==> src/rtl/frame_scheduler.sv <==
// Render/display sequencer: latches a pose, starts a render, presents the frame on new_frame.
// Optional build macro SPIN_DEMO_EN makes angle_out auto-increment per render instead of tracking angle_in.
module frame_scheduler #(
    parameter int unsigned POS_W          = 16,
    parameter int unsigned ANGLE_W        = 10,
    parameter int unsigned DROP_W         = 8,
    parameter int unsigned TIMEOUT_FRAMES = 4
) (
    input  logic               Clk,
    input  logic               Reset,
    input  logic               new_frame,
    input  logic               pose_valid,
    input  logic [POS_W-1:0]   pose_x_in,
    input  logic [POS_W-1:0]   pose_y_in,
    input  logic [ANGLE_W-1:0] angle_in,
    output logic [POS_W-1:0]   pose_x_out,
    output logic [POS_W-1:0]   pose_y_out,
    output logic [ANGLE_W-1:0] angle_out,
    output logic               render_start,
    input  logic               render_done,
    output logic               render_ack,
    output logic               swap_req,
    output logic               busy,
    output logic [DROP_W-1:0]  drop_count,
    output logic               timeout
);

    typedef enum logic [1:0] {StIdle, StRender, StWaitSwap, StAck} state_e;

    localparam logic [4:0] TimeoutThr = 5'(TIMEOUT_FRAMES);

    state_e             state_q;
    logic [POS_W-1:0]   shadow_x_q;
    logic [POS_W-1:0]   shadow_y_q;
    logic [3:0]         miss_q;
    logic [3:0]         miss_next;
    logic [POS_W-1:0]   latch_x;
    logic [POS_W-1:0]   latch_y;
    logic [ANGLE_W-1:0] latch_a;

`ifdef SPIN_DEMO_EN
    logic unused_angle;
    assign unused_angle = ^angle_in;
`else
    logic [ANGLE_W-1:0] shadow_a_q;
`endif

    // Same-cycle pose_valid bypasses the shadow so the freshest pose is latched.
    always_comb begin
        latch_x   = pose_valid ? pose_x_in : shadow_x_q;
        latch_y   = pose_valid ? pose_y_in : shadow_y_q;
`ifdef SPIN_DEMO_EN
        latch_a   = (state_q == StIdle) ? '0 : angle_out + ANGLE_W'(1);
`else
        latch_a   = pose_valid ? angle_in : shadow_a_q;
`endif
        miss_next = (miss_q == 4'hF) ? miss_q : miss_q + 4'd1;
    end

    always_ff @(posedge Clk or posedge Reset) begin
        if (Reset) begin
            state_q      <= StIdle;
            shadow_x_q   <= '0;
            shadow_y_q   <= '0;
`ifndef SPIN_DEMO_EN
            shadow_a_q   <= '0;
`endif
            miss_q       <= '0;
            pose_x_out   <= '0;
            pose_y_out   <= '0;
            angle_out    <= '0;
            render_start <= 1'b0;
            render_ack   <= 1'b0;
            swap_req     <= 1'b0;
            busy         <= 1'b0;
            drop_count   <= '0;
            timeout      <= 1'b0;
        end else begin
            render_start <= 1'b0;
            render_ack   <= 1'b0;
            swap_req     <= 1'b0;
            if (pose_valid) begin
                shadow_x_q <= pose_x_in;
                shadow_y_q <= pose_y_in;
`ifndef SPIN_DEMO_EN
                shadow_a_q <= angle_in;
`endif
            end
            case (state_q)
                StIdle: begin
                    if (new_frame) begin
                        pose_x_out   <= latch_x;
                        pose_y_out   <= latch_y;
                        angle_out    <= latch_a;
                        render_start <= 1'b1;
                        busy         <= 1'b1;
                        state_q      <= StRender;
                    end
                end
                StRender: begin
                    if (render_done) begin
                        // Done coinciding with the boundary still makes the deadline.
                        if (new_frame) begin
                            swap_req   <= 1'b1;
                            render_ack <= 1'b1;
                            busy       <= 1'b0;
                            state_q    <= StAck;
                        end else begin
                            state_q <= StWaitSwap;
                        end
                    end else if (new_frame) begin
                        if (drop_count != '1) begin
                            drop_count <= drop_count + DROP_W'(1);
                        end
                        miss_q <= miss_next;
                        if ({1'b0, miss_next} >= TimeoutThr) begin
                            timeout <= 1'b1;
                        end
                    end
                end
                StWaitSwap: begin
                    if (new_frame) begin
                        swap_req   <= 1'b1;
                        render_ack <= 1'b1;
                        busy       <= 1'b0;
                        state_q    <= StAck;
                    end
                end
                StAck: begin
                    if (!render_done) begin
                        pose_x_out   <= latch_x;
                        pose_y_out   <= latch_y;
                        angle_out    <= latch_a;
                        miss_q       <= '0;
                        render_start <= 1'b1;
                        busy         <= 1'b1;
                        state_q      <= StRender;
                    end
                end
                default: state_q <= StIdle;
            endcase
        end
    end

endmodule

==> config.mk <==
export PLATFORM = sky130hd
export DESIGN_NAME = frame_scheduler
export DESIGN_NICKNAME = d
export VERILOG_FILES = /design/src/rtl/frame_scheduler.sv
export SDC_FILE = /design/constraint.sdc
export NUM_CORES = 1
export LEC_CHECK = 0
export CAP_MARGIN = 10
export CORE_MARGIN = 2
export CORE_UTILIZATION = 55
export CTS_BUF_LIST = sky130_fd_sc_hd__clkbuf_4 sky130_fd_sc_hd__clkbuf_8
export CTS_CLUSTER_SIZE = 16
export DETAILED_ROUTE_END_ITERATION = 10
export PLACE_DENSITY = 0.88
export SYNTH_ARGS = -nofsm -noshare
export SYNTH_HDL_FRONTEND = slang
export SYNTH_SLANG_ARGS = --single-unit
==> constraint.sdc <==
create_clock -name Clk -period 5.2 [get_ports Clk]
set_clock_uncertainty 0.2 [all_clocks]
set_input_delay 0.52 -clock Clk [delete_from_list [all_inputs] [get_ports Clk]]
set_output_delay 0.52 -clock Clk [all_outputs]
set_load 0.01 [all_outputs]
==> summary.txt <==
Outcome
  • Status: finished, final reports clean

Placed design
  • I/O Buffers: just over 100
  • Hpwl dp: around 5600 um
  • Inst Count DP: between 400 and 500
  • Final GP Congestion: a little over 0.7

Global routing
  • First-pass GRT wire length: between 10000 and 15000 um
  • Top Usage Layer GRT: met2
  • Vias in the first global route: approximately 2600
  • Largest net degree at the start of global routing: 60
  • Total Routing Usage GR: 0.1983
  • GR Util met1: 0.2762
  • Met3 Use GR: 0.04508
  • Met2 Usage GRT: 0.3095
  • Initial antenna violation count: 0
  • Total grt overflow: 0

Synthesis
  • Number of synthesized flops with an enable pin: 0
  • Yosys top cell by area: dfrtp_1
  • Top cells by count, synth: dfrtp_1 (102), mux2_2 (89), a21oi_1 (9)
  • Yosys reg bits: between 100 and 150
  • Yosys top cell area share: 0.6229
  • Ys flop type: dfrtp_1
  • Count of cell types in the netlist: 30
  • Ys Warns: 0
  • Syn avg cell area: 14.90 um^2
  • Synth top area cells: dfrtp_1 (62%), mux2_2 (24%), ha_1 (1.8%), a21oi_1 (1.1%), buf_6 (1.1%)
  • Mapped Nets: around 330
  • Netlist Area Pre-Place: around 4100 um^2
  • Seq/Total Area, Yosys: 0.6229
  • Cells after Synth: 275
  • Fraction of registers with async set/reset: 1.000
  • Most frequent cell after synthesis: dfrtp_1

Clock tree
  • CTS Sinks: roughly 100
  • H-tree depth reported by CTS: 3
  • Worst-case clock buffer depth: 2
  • Setup repair bufs after CTS: 0
  • Num CTS Buffers: 9
  • Clock Pin Slew Worst Setup and Hold Paths: about 100 ps
  • Hold buffer count at cts: 0
  • CTS tree: yes
  • Resized cells post-CTS: 0
  • Root buffer cell: clkbuf_8
  • Clk Latency, worst-skew pair: 360 ps

STA
  • Unrepaired setup endpoints after global routing: no
  • Final hold vios: 0
  • Setup violators final: 0
  • Fin. max-slew vios: 0
  • Fmax: between 300 and 400 MHz
  • Least-Margin Pin Slew: 1001 ps
  • Min cycle time layout: 2913 ps
  • Period utilization: 0.5602
  • Max-slew headroom: 0.3302
  • Setup total negative slack: 0 ps

Worst hold path
  • Hold/Removal Path Class: flop to flop

Drt
  • DR WL/cell: roughly 16 um
  • Via count: 2530
  • Final WL: between 7000 and 8000 um
  • Vias/cell: approximately 5.3
  • DRT Pass-1 Iters: 6
  • Post-route ant nets: 0
  • 1st-iter DRT viols: 108
  • Post-route DRC violation count: 0

Power and ir drop
  • Reg power frac: 0.408
  • Worst vdd rail ir drop: 316.1 uV
  • Int Pwr: 2.022 mW
  • Switching Power: 0.9012 mW
  • Leak pwr: approximately 2.3 nW
  • Comb power frac: 0.415
  • Power per cell area: roughly 540 nW/um^2
  • Sw Ratio: 0.3083
  • Clock power share: 0.177

Floorplanning
  • DIE AREA: roughly 8200 um^2
  • Core footprint: 7214 um^2
  • Die Ht: around 90 um
  • Row cnt: 31
  • Starting density of the core: 0.5680
  • Chip Width: 90.32 um
  • Ports: just over 100

Cells and area
  • Antenna cells: 0
  • Layout cells sized above 1: 0.2880
  • Fin nets: 430
  • Area grow syn2layout: 31.11%
  • Fin cells: around 480
  • Number of fill cells in the layout: 470

Worst setup path
  • Crit end category: flop
  • CP Data Arrival Time: about 3000 ps
  • Critical Path RT: between 5000 and 6000 ps
  • Crit path kind: flop to flop
  • Type of origin of the critical path: flop
  • Largest fanout on the critical path: 24

Flow run
  • Max Cap Viol: 0
[critical path, stage by stage (launching register included)]
cell and delay, ps:
dfrtp_1 420, inv_1 90, ha_1 220, nor2b_1 170, a211oi_4 840, buf_4 460
mux2_2 380
[registers in the layout, summed over array words and instances, names as in the netlist, 4 cells and up]
register	cells
shadow_x_q	16
angle_out	10
shadow_y_q	16
miss_q	4
pose_x_out	16
drop_count	8
shadow_a_q	10
pose_y_out	16
[kinds of logic (layout without fill, tap and decap cells)]
family,count (synthesis),after routing,share of synthesized area
adder cells (fa/ha/maj),6,6,0.01832
XOR/XNOR,3,3,0.006413
AO/OA/AOI/OAI,22,22,0.03573
AND/OR/NAND/NOR,34,34,0.04458
buffers and inverters,19,126,0.02748
multiplexers,89,89,0.2446
flip-flops,102,102,0.6229
[layout by cell type, fill, tap and decap left out, drive strengths merged, types with 5 or more instances in the layout]
cell	count
dfrtp	102
clkdlybuf4s50	100
mux2	89
clkbuf	10
a21oi	9
inv	9
nand2	6
o21ai	6
ha	6
nor2	5
nand3	5
[path summary, 6_finish.rpt]
check	from	to	slack [ps]	depth (start not counted)
max in group asynchronous	Reset	shadow_y_q[3]	3340	3
hold / removal	timeout	timeout	290	1
hold reg to reg	timeout	timeout	290	1
setup / recovery	state_q[0]	angle_out[0]	2290	6
setup reg to reg	state_q[0]	angle_out[0]	2290	6
min in group asynchronous	Reset	state_q[0]	430	2
[cell type report]
| class | instances | area (um^2) | area share |
|---|---|---|---|
| Timing Repair Buffer | 103 | 1021 | 0.1900 |
| Clock buffer | 10 | 137.6 | 0.02562 |
| Sequential cell | 102 | 2552 | 0.4751 |
| Inverter | 7 | 28.78 | 0.005356 |
| Multi-Input combinational cell | 154 | 1433 | 0.2667 |
| Clock inverter | 6 | 76.32 | 0.01421 |
| Tap cell | 99 | 123.9 | 0.02306 |
[power by group through the flow]
stage	sequential [mW]	combinational, mW	clock, mW
after global placement	1.20	1.18	0
after floorplan	1.27	0.622	0
after global routing	1.23	1.29	0.560
after CTS	1.19	1.23	0.532
final	1.19	1.21	0.517
after detailed placement	1.21	1.23	0
[stage by stage]
stage | total power [mW] | worst slack [ps] | hold WS [ps] | area [um^2] | utilization
finish | 2.924 | 2287 | 285.5 | 5373 | 0.7447
global route | 3.077 | 2127 | 313.2 | 5373 | 0.7447
CTS | 2.955 | 2280 | 293.6 | 5373 | 0.7447
detailed placement | 2.435 | 1933 | 275.2 | 5159 | 0.7151
global placement | 2.380 | 1993 | 274.9 | 5159 | 0.7151
floorplan | 1.896 | 1805 | 268.1 | 4098 | -
[routing by layer]
layer	part of all wire	wire length [um]	vias up
met3	0.056	441	6
li1	-	-	1175
met2	0.47	3696	77
met1	0.46	3631	1272
met4	0.011	88	0
met5	0	0	-
Note: power is estimated with default switching activity, not from simulation.
